### config.mk
export PLATFORM = sky130hd
export DESIGN_NAME = if_id_fetch_buffer
export DESIGN_NICKNAME = d
export VERILOG_FILES = /design/src/rtl/rv32_pipe_pkg.sv /design/src/rtl/ifid_entry_fifo.sv /design/src/rtl/if_id_fetch_buffer.sv
export SDC_FILE = /design/constraint.sdc
export NUM_CORES = 1
export LEC_CHECK = 0
export CORE_MARGIN = 2
export CORE_UTILIZATION = 46
export DETAILED_ROUTE_END_ITERATION = 10
export PLACE_DENSITY = 0.82
export REMOVE_ABC_BUFFERS = 1
export SLEW_MARGIN = 30
export SYNTH_ARGS = -nofsm -noshare
export SYNTH_HDL_FRONTEND = slang
export SYNTH_SLANG_ARGS = --single-unit
### constraint.sdc
create_clock -name clk -period 5.7 [get_ports clk]
set_input_delay 0.855 -clock clk [delete_from_list [all_inputs] [get_ports clk]]
set_output_delay 0.855 -clock clk [all_outputs]
set_load 0.01 [all_outputs]
### src/rtl/rv32_pipe_pkg.sv
// Shared RV32 pipeline types: datapath width, the canonical NOP and the
// instruction/PC pair that travels from fetch to decode.
package rv32_pipe_pkg;

    localparam int XLEN = 32;
    localparam logic [31:0] NOP_INS = 32'h0000_0013;

    typedef struct packed {
        logic [31:0]     instr;
        logic [XLEN-1:0] pc;
    } fetch_entry_t;

endpackage

### src/rtl/ifid_entry_fifo.sv
// DEPTH-entry FIFO of fetch_entry_t with a registered head slot,
// synchronous clear and an occupancy count one bit wider than the pointers.
module ifid_entry_fifo
    import rv32_pipe_pkg::*;
#(
    parameter int DEPTH = 2
) (
    input  logic                   clk,
    input  logic                   reset,
    input  logic                   push,
    input  fetch_entry_t           push_entry,
    input  logic                   pop,
    input  logic                   clear,
    output fetch_entry_t           head,
    output logic [$clog2(DEPTH):0] count
);

    localparam int PW = $clog2(DEPTH);

    fetch_entry_t  mem [DEPTH];
    logic [PW-1:0] rd_ptr;
    logic [PW-1:0] wr_ptr;

    // Pointers wrap naturally because DEPTH is a power of two.
    always_ff @(posedge clk or negedge reset) begin
        if (!reset) begin
            rd_ptr <= '0;
            wr_ptr <= '0;
            count  <= '0;
        end else if (clear) begin
            rd_ptr <= '0;
            wr_ptr <= '0;
            count  <= '0;
        end else begin
            if (push) wr_ptr <= wr_ptr + 1'b1;
            if (pop)  rd_ptr <= rd_ptr + 1'b1;
            if (push && !pop)      count <= count + 1'b1;
            else if (pop && !push) count <= count - 1'b1;
        end
    end

    always_ff @(posedge clk) begin
        if (push && !clear) mem[wr_ptr] <= push_entry;
    end

    assign head = mem[rd_ptr];

endmodule

### src/rtl/if_id_fetch_buffer.sv
// IF->ID decoupling buffer: pairs imem data with its fetch PC, buffers DEPTH
// entries for decode. Optional perf counters under IF_ID_PERF_EN.
module if_id_fetch_buffer #(
    parameter int          XLEN    = rv32_pipe_pkg::XLEN,
    parameter int          DEPTH   = 2,
    parameter logic [31:0] NOP_INS = rv32_pipe_pkg::NOP_INS
) (
    input  logic            clk,
    input  logic            reset,
    input  logic            fetch_req,
    input  logic [XLEN-1:0] fetch_pc,
    output logic            fetch_ready,
    input  logic [31:0]     imem_instr,
    input  logic            flush,
    output logic            id_valid,
    input  logic            id_ready,
    output logic [31:0]     id_instr,
    output logic [XLEN-1:0] id_pc,
    output logic [XLEN-1:0] id_pc_plus4,
    output logic            id_misalign
`ifdef IF_ID_PERF_EN
    ,
    output logic [31:0]     perf_stall_cyc,
    output logic [31:0]     perf_flush_cnt
`endif
);

    import rv32_pipe_pkg::*;

    localparam int CW = $clog2(DEPTH) + 1;
    localparam int OW = CW + 1;

    logic            inflight;
    logic [XLEN-1:0] pc_q;
    logic [XLEN-1:0] last_pc;
    logic [CW-1:0]   count;
    logic [OW-1:0]   occupancy;
    logic            push;
    logic            pop;
    logic            fetch_fire;
    fetch_entry_t    head;
    fetch_entry_t    push_entry;

    // An in-flight return landing in a flush cycle is stale and must be dropped.
    assign push       = inflight & ~flush;
    assign pop        = id_valid & id_ready;
    assign occupancy  = OW'(count) + OW'(inflight) - OW'(pop);
    assign fetch_ready = flush | (occupancy < OW'(DEPTH));
    assign fetch_fire = fetch_req & fetch_ready;
    assign push_entry = '{instr: imem_instr, pc: pc_q};

    ifid_entry_fifo #(
        .DEPTH (DEPTH)
    ) u_fifo (
        .clk        (clk),
        .reset      (reset),
        .push       (push),
        .push_entry (push_entry),
        .pop        (pop),
        .clear      (flush),
        .head       (head),
        .count      (count)
    );

    // last_pc keeps id_pc stable once the buffer drains.
    always_ff @(posedge clk or negedge reset) begin
        if (!reset) begin
            inflight <= 1'b0;
            pc_q     <= '0;
            last_pc  <= '0;
        end else begin
            inflight <= fetch_fire;
            if (fetch_fire) pc_q    <= fetch_pc;
            if (id_valid)   last_pc <= head.pc;
        end
    end

    assign id_valid    = (count != '0);
    assign id_instr    = id_valid ? head.instr : NOP_INS;
    assign id_pc       = id_valid ? head.pc : last_pc;
    assign id_pc_plus4 = id_pc + XLEN'(4);
    assign id_misalign = id_valid & (id_pc[1:0] != 2'b00);

`ifdef IF_ID_PERF_EN
    always_ff @(posedge clk or negedge reset) begin
        if (!reset) begin
            perf_stall_cyc <= '0;
            perf_flush_cnt <= '0;
        end else begin
            if (fetch_req && !fetch_ready && perf_stall_cyc != '1)
                perf_stall_cyc <= perf_stall_cyc + 1'b1;
            if (flush && perf_flush_cnt != '1)
                perf_flush_cnt <= perf_flush_cnt + 1'b1;
        end
    end
`else
`endif

endmodule

Word-level counts from Yosys, hierarchy flattened

Memory sizes are Yosys's and may differ from the RTL's.
Index checks and enable logic that the tools add are counted.

Register bits: 69
Memory bits (writable): 128
Bits of input ports: 69
Output and inout port bits: 99
Word-level logic and storage cells: 43
Memories kept: 1

Add/subtract/negate cells: 7
$lt $le $gt $ge: 1
Mux-type cells: 11
Bitwise gates (word level): 6
Reduce and logical (&&, ||, !) cells: 11

Memory list:

| memory     | words | bits a word | rd ports | clocked after memory_dff | write ports | line                  | text |
|---|---|---|---|---|---|---|---|
| u_fifo.mem | 2     | 64          | 1        | 0                        | 1           | ifid_entry_fifo.sv:20 | `fetch_entry_t mem [DEPTH];` |

Operators by type and width:

| operator                                                              | number |
|---|---|
| 32-bit 2-to-1 mux                                                     | 2 |
| 32-bit by 3-bit adder with 32-bit output (second input constant)      | 1 |
| 2-bit nonzero test                                                    | 4 |
| 1-bit 2-to-1 mux                                                      | 6 |
| 2-bit 2-to-1 mux                                                      | 3 |
| 1-bit AND                                                             | 4 |
| 2-bit by 1-bit adder with 3-bit output                                | 1 |
| 1-bit logical AND                                                     | 3 |
| 1-bit zero test                                                       | 3 |
| 3-bit by 2-bit < comparator with 1-bit output (second input constant) | 1 |
| 3-bit nonzero test                                                    | 1 |
| 3-bit by 1-bit subtractor with 3-bit output                           | 1 |
| 1-bit adder (second input constant)                                   | 2 |
| 2-bit by 1-bit adder with 2-bit output (second input constant)        | 1 |
| 2-bit by 1-bit subtractor with 2-bit output (second input constant)   | 1 |
| 1-bit NOT                                                             | 1 |
| 1-bit OR                                                              | 1 |

Logic depth before layout (Yosys ltp)

Gate-level depths: netlist of run 1.

Depth in word-level cells: 7
Gate-level depth with buffers: 18

Hierarchy

Synthesis of run 1 repeated with hierarchy kept, for this count alone.

Cell total of the unflattened synthesis: 602
Area total of the unflattened synthesis: 8797.2 um^2

By module, submodules not included:

| module             | instances | cells each | area each (um^2) |
|---|---|---|---|
| ifid_entry_fifo    | 1         | 218        | 5028.6 |
| if_id_fetch_buffer | 1         | 384        | 3768.6 |

Worst setup path after synthesis of run 1

Ideal clock, no wire load.

Path type: input to register
From: input flush
To: memory u_fifo.mem[0][0] (netlist bit) (enable)
Setup time: 579 ps
Arrival time: 5557 ps
Required time: 5121 ps
Path slack: -436 ps
Cell stages on the path: 1
Path buffers: 0
Cell sequence: nor3b_1

Word-level cells in the longest chain between the ends: 5

RTL lines:

| item                                       | line                     | text |
|---|---|---|
| start: declaration                         | if_id_fetch_buffer.sv:14 | `input logic flush,` |
| 1-bit NOT                                  | if_id_fetch_buffer.sv:45 | `assign push = inflight & ~flush;` |
| 1-bit AND                                  | if_id_fetch_buffer.sv:45 |  |
| 1-bit logical AND (*)                      | ifid_entry_fifo.sv:43    | `if (push && !clear) mem[wr_ptr] <= push_entry;` |
| 1-bit 2-to-1 mux (*)                       | ifid_entry_fifo.sv:43    |  |
| 1-bit 2-to-1 mux (not written as such) (*) | ifid_entry_fifo.sv:43    |  |
| end: declaration                           | ifid_entry_fifo.sv:20    |  |

Every way passes the cells marked *; elsewhere a longest branch is shown, timed or not.

Worst setup path after layout of run 1

From: register u_fifo.count[1]
To: output id_pc_plus4[12]

Word-level cells in the longest chain between the ends: 3

RTL lines:

| item                                     | line                     | text |
|---|---|---|
| start: declaration                       | ifid_entry_fifo.sv:15    | `output logic [$clog2(DEPTH):0] count` |
| start signal: assignment                 | ifid_entry_fifo.sv:37    | `if (push && !pop) count <= count + 1'b1;` |
| start signal: assignment                 | ifid_entry_fifo.sv:38    | `else if (pop && !push) count <= count - 1'b1;` |
| 2-bit nonzero test                       | if_id_fetch_buffer.sv:78 | `assign id_valid = (count != '0);` |
| 32-bit 2-to-1 mux                        | --                       |  |
| 32-bit by 3-bit adder with 32-bit output | if_id_fetch_buffer.sv:81 | `assign id_pc_plus4 = id_pc + XLEN'(4);` |
| end: declaration                         | if_id_fetch_buffer.sv:19 | `output logic [XLEN-1:0] id_pc_plus4,` |

Every way passes these cells.

==> run_results.csv, run 1 <==
group,metric,value,unit
run_status,status,"finished, final reports clean",
timing,finalSetupTns,0,ps
global_route,grt_pass1_vias,4950,
synth,syn_area_per_cell,13.61,um2
synth,synth-seq-area-share,67.99,%
placement,place.gp.congestion,0.8189,
route,drc,0,
cts,cts_made_buffers,17,
cts,cts_tree,"yes",
synth,ys_ff_latch,197,
cts,cts_hold_buf,0,
timing,period_needed,5274,ps
worst_setup_path,path_cells,"nor2_8, inv_4, a21oi_1, ha_1, nand2_1, and3b_1, nand3_1, xnor2_1, clkdlybuf4s50_1",
synth,synth_top_area_share,46.92,%
synth,synth_edf_count,128,
synth,synthCells,602,
synth,syn_area,8193,um2
synth,yosysWarningCount,0,
finish,syn2layout_area_growth,28.36,%
worst_setup_path,cp_num_buf_inv,2,
timing,finClkSkew,8.761,ps
synth,yosysMostFrequentCell,"edfxtp_1",
floorplan,die_width,137.5,um
cts,cts_resized,0,
synth,yosys.cell_types.count,45,
route,num_vias,4943,
finish,final_nets,835,
cts,clock_path_buffers,2,
route,route.met3.wl,1.290,mm
finish,diodes,0,
worst_setup_path,crit_type,"flop to primary output",
cts,cts-root-buf,"clkbuf_16",
worst_setup_path,worst_path_largest_cell_delay,640,ps
floorplan,core_area,17360,um2
global_route,grt_pass1_wl,26.49,mm
pwr,power_leakage,3.916,nW
worst_setup_path,critPathTopFamily,"simple AND/OR/NAND/NOR gates",
timing,rsz0062_at_grt,"false",
global_route,antenna_found_initial,0,
floorplan,rows,48,
cts,cts.sink_count,197,
timing,drv_slew,0,
timing,relSlewSlack,50.88,%
cts,cts_setup_buffers,0,
timing,max_freq,189.6,MHz
finish,drive_gt1_share,9.021,%
route,wl_met1,7.339,mm
timing,hold_ws,429.2,ps
route,routed_wl,17.23,mm
floorplan,die_y,137.5,um
global_route,grt_max_degree,70,
worst_setup_path,path_max_fanout,43,
worst_setup_path,cp.required,4850,ps
min_path,hp-class,"input pin to async pin",
timing,hold_viol,0,
route,drt_iter0_drc,280,
synth,yosys-top-cells-count,"edfxtp_1 (128), nand2_1 (118), dfrtp_1 (69), mux2i_1 (64), nor2_1 (38)",
timing,finalSetupViolCount,0,
route,ant_nets,0,
floorplan,initial_utilization,47.20,%
worst_setup_path,critical_path.endpoint_type,"primary output",
worst_setup_path,cp_slowest_cell,"nor2_8",
global_route,grt_overflow,0,
route,top_layer_used,"met4",
pwr,p_per_area,528.1,nW/um2
route,dr_wl_met2,8.408,mm
timing,tightest_slew,729.0,ps
route,drt_pass1_iterations,4,
worst_setup_path,start_kind,"flop",
route,post_drt_wl_per_cell,17.21,um
timing,fin_crit_sh,92.52,%
route,avgViaCountPerCell,4.938,
synth,ys_async_sr_fraction,35.03,%
placement,port_buffers,167,
cts,htree_levels,4,
cts,clk_latency,430,ps
synth,yosysTopAreaCell,"edfxtp_1",
cts,path_clk_slew,70,ps
pwr,peakVddDrop,273.6,uV
floorplan,ios,168,
floorplan,die-area,18890,um2
worst_setup_path,worstPathArrival,4420,ps
placement,hpwl,11.34,mm
synth,ys.flop_type,"edfxtp_1",
job,maxCapViolations,0,
global_route,grt_use_total,19.01,%
synth,yosys-top-cells-area,"edfxtp_1 (47%), dfrtp_1 (21%), mux2i_1 (7.8%)",
[per-layer routing]
metal	track usage (%)	vias to the layer above
met4	5.899	0
li1	-	2404
met3	4.709	16
met1	24.39	2387
met5	0	-
met2	31.92	136
[final timing paths]
path	slack (ps)	startpoint	end	cells past startpoint
max in group asynchronous	4760	reset	u_fifo.rd_ptr	1
setup reg to reg	1300	u_fifo.count[1]	pc_q[1]	15
min in group clk	470	pc_q[1]	u_fifo.mem[1][1]	0
hold / removal	430	reset	pc_q[19]	1
hold reg to reg	470	pc_q[1]	u_fifo.mem[1][1]	0
setup / recovery	430	u_fifo.count[1]	id_pc_plus4[12]	9
[sequential cells by signal (all words and copies together) (netlist names)]
name / count
u_fifo.mem: 128
last_pc: 32
u_fifo.count: 2
u_fifo.wr_ptr: 1
inflight: 1
pc_q: 32
u_fifo.rd_ptr: 1
[per-stage QoR]
step | power, mW | instance area (um2) | utilization (%) | instances | worst slack [ps]
6_report | 5.554 | 10520 | 60.59 | 1001 | 426.1
5_1_grt | 5.870 | 10520 | 60.59 | 1001 | 106.6
4_1_cts | 5.605 | 10490 | 60.45 | 1000 | 412.1
3_5_place_dp | 4.536 | 9973 | 57.46 | 968 | 883.3
3_3_place_gp | 4.488 | 9973 | 57.46 | 968 | 1070
2_1_floorplan | 3.320 | 7971 | - | 571 | -436.3
[placed cells by master (no fill, tap or decap), drive strengths merged, types with 2 or more instances in the layout]
cell type and n:
clkdlybuf4s50 166, edfxtp 128, nand2 119, dfrtp 69, mux2i 64, nor2 39, inv 27, xnor2 25
nor3 25, clkbuf 20, mux2 12, a21oi 10, xor2 8, nand3 8, o21ai 8, nor4 8
buf 7, a21o 5, clkinvlp 5, clkinv 5, and3 4, ha 2, and4 2
[layout make-up]
class,count,area [um2]
inverter,25,96.34
clock inverter,12,82.58
fill,1380,6840
clock buffer,20,436.7
timing repair buffer,173,1730
sequential,197,5574
multi-input combinational,349,2315
tap,225,281.5
[report_power, final]
group | internal [mW] | switching [mW]
combinational | 1.14 | 1.25
sequential | 1.92 | 0.190
clock | 0.557 | 0.499
total | 3.62 | 1.94
[cells by family (layout without fill, tap and decap cells)]
logic type / Yosys count / after routing / share of synthesized area (%)
AOI/OAI and AO/OA: 25 / 25 / 1.833
xor gates and xnor gates: 33 / 33 / 3.528
adders and majority gates: 3 / 3 / 0.5497
buffers and inverters: 56 / 230 / 3.879
DFF: 197 / 197 / 67.99
muxes: 76 / 76 / 9.468
and+or+nand+nor: 212 / 212 / 12.75
No activity file was read; power rests on OpenSTA's default activity.
==> run 2: changes to the inputs <==
--- a/config.mk
+++ b/config.mk
@@ -5,7 +5,7 @@
 export SDC_FILE = /design/constraint.sdc
 export NUM_CORES = 1
 export LEC_CHECK = 0
-export CORE_MARGIN = 2
+export CORE_MARGIN = 1
 export CORE_UTILIZATION = 46
 export DETAILED_ROUTE_END_ITERATION = 10
 export PLACE_DENSITY = 0.82
==> run 2 against run 1 <==
Against the previous run: via count is 1.2% higher; largest cell class unchanged; sequential cell count unchanged; register-to-register slack improved by 210 ps.
==> run_results.csv, run 2 (synthesis gave the netlist of run 1 again) <==
group,metric,value,unit
run_status,status,"finished, final reports clean",
cts,clk_latency,440,ps
route,drc,0,
worst_setup_path,cp.required,4850,ps
cts,cts_setup_buffers,0,
cts,clock_path_buffers,2,
placement,hpwl,10.86,mm
floorplan,die_width,135.5,um
finish,final_nets,837,
floorplan,initial_utilization,47.20,%
global_route,grt_use_total,19.78,%
global_route,grt_max_degree,70,
floorplan,die-area,18350,um2
timing,finalSetupViolCount,0,
timing,hold_viol,0,
global_route,antenna_found_initial,0,
cts,path_clk_slew,70,ps
min_path,hp-class,"input pin to async pin",
timing,relSlewSlack,54.20,%
worst_setup_path,path_max_fanout,43,
route,routed_wl,17.23,mm
global_route,grt_overflow,0,
timing,fin_crit_sh,86.19,%
route,post_drt_wl_per_cell,17.18,um
job,maxCapViolations,0,
finish,final_cell_mix,"clkdlybuf4s50_1 (166), edfxtp_1 (128), nand2_1 (118), dfrtp_1 (68), mux2i_1 (64)",
floorplan,core_area,17360,um2
worst_setup_path,worstPathArrival,4060,ps
finish,final_common_cell,"clkdlybuf4s50_1",
floorplan,die_y,135.5,um
finish,diodes,0,
global_route,grt_pass1_vias,5057,
route,avgViaCountPerCell,4.985,
global_route,grt_pass1_wl,26.73,mm
cts,cts_hold_buf,0,
cts,cts.sink_count,197,
timing,setup_slack,786.9,ps
pwr,totalPowerFinal,5.664,mW
pwr,p_per_area,534.0,nW/um2
placement,place_area,9988,um2
placement,placed_cells,970,
placement,pre_cts_slack,1162,ps
route,num_vias,5000,
finish,final_util,61.12,%
cts,cts_tree,"yes",
timing,rsz0062_at_grt,"false",
floorplan,rows,48,
cts,cts_made_buffers,17,
timing,tightest_slew,668.0,ps
pwr,peakVddDrop,363.1,uV
pwr,power_leakage,3.963,nW
timing,finClkSkew,7.793,ps
finish,syn2layout_area_growth,29.47,%
worst_setup_path,crit_type,"flop to primary output",
route,drt_pass1_iterations,5,
route,ant_nets,0,
cts,cts-root-buf,"clkbuf_16",
route,drt_iter0_drc,303,
finish,largest_register_ffs,128,
finish,final_cell_area,10610,um2
finish,drive_gt1_share,9.383,%
cts,htree_levels,4,
finish,largestRegisters,"u_fifo.mem: 128 flops, last_pc: 32 flops, pc_q: 32 flops",
placement,port_buffers,167,
cts,cts_resized,0,
worst_setup_path,critical_path.endpoint_type,"primary output",
finish,finalNonFillerCells,1003,
timing,drv_slew,0,
worst_setup_path,start_kind,"flop",
timing,max_freq,203.5,MHz
timing,period_needed,4913,ps
placement,place.gp.congestion,0.7850,
finish,top_register,"u_fifo.mem",
floorplan,ios,168,
[run 2: changes by cell type in the layout (fill, tap and decap cells not counted), moves of 2 or more]
cell       delta
bufinv_16     +3
clkbuf_1      -3
buf_4         +2
clkinv_1      +2
[run 2: cell type report]
cell class              instances  area, um2
repair buffers                175       1753
clock buffers                  17      425.4
multi-input cells             349       2315
inverters                      25      96.34
fillers                      1351       6749
well taps                     225      281.5
clock inverters                15      162.7
flip-flops and latches        197       5574
[run 2: worst max-delay path: stages (launching register included)]
cell             delay [ps]
dfrtp_1                 440
nor2_8                  530
inv_4                   330
a21oi_1                 450
ha_1                    260
nand2_1                 370
and3b_1                 400
nand3_1                 110
xnor2_1                 160
clkdlybuf4s50_1         550
[run 2: per-stage QoR]
stage          setup TNS, ps  hold slack (ps)
2_1_floorplan         -27930            441.9
3_3_place_gp               0            447.7
3_5_place_dp               0            453.5
4_1_cts                    0            469.9
5_1_grt                    0            479.1
6_report                   0            438.2
[run 2: worst paths after layout]
path,depth (start not counted),start,slack (ps),to
setup / recovery,9,u_fifo.count[1],790,id_pc_plus4[12]
hold reg to reg,0,pc_q[25],470,u_fifo.mem[0][25]
min in group clk,0,pc_q[25],470,u_fifo.mem[0][25]
setup reg to reg,14,u_fifo.count[1],1510,pc_q[25]
hold / removal,1,reset,440,pc_q[10]
max in group asynchronous,1,reset,4750,u_fifo.rd_ptr
[run 2: power breakdown]
group / internal, mW / total, mW / switching [mW]
combinational: 1.15 / 2.39 / 1.24
clock: 0.683 / 1.19 / 0.504
sequential: 1.92 / 2.09 / 0.171
total: 3.75 / 5.66 / 1.91
[run 2: per-layer routing]
| metal | up-vias | GRT usage (%) | share of wire [%] |
|---|---|---|---|
| met5 | - | 0 | 0 |
| met4 | 0 | 6.367 | 1.3 |
| met1 | 2424 | 24.46 | 43 |
| li1 | 2416 | - | - |
| met3 | 17 | 4.602 | 5.4 |
| met2 | 143 | 34.19 | 51 |
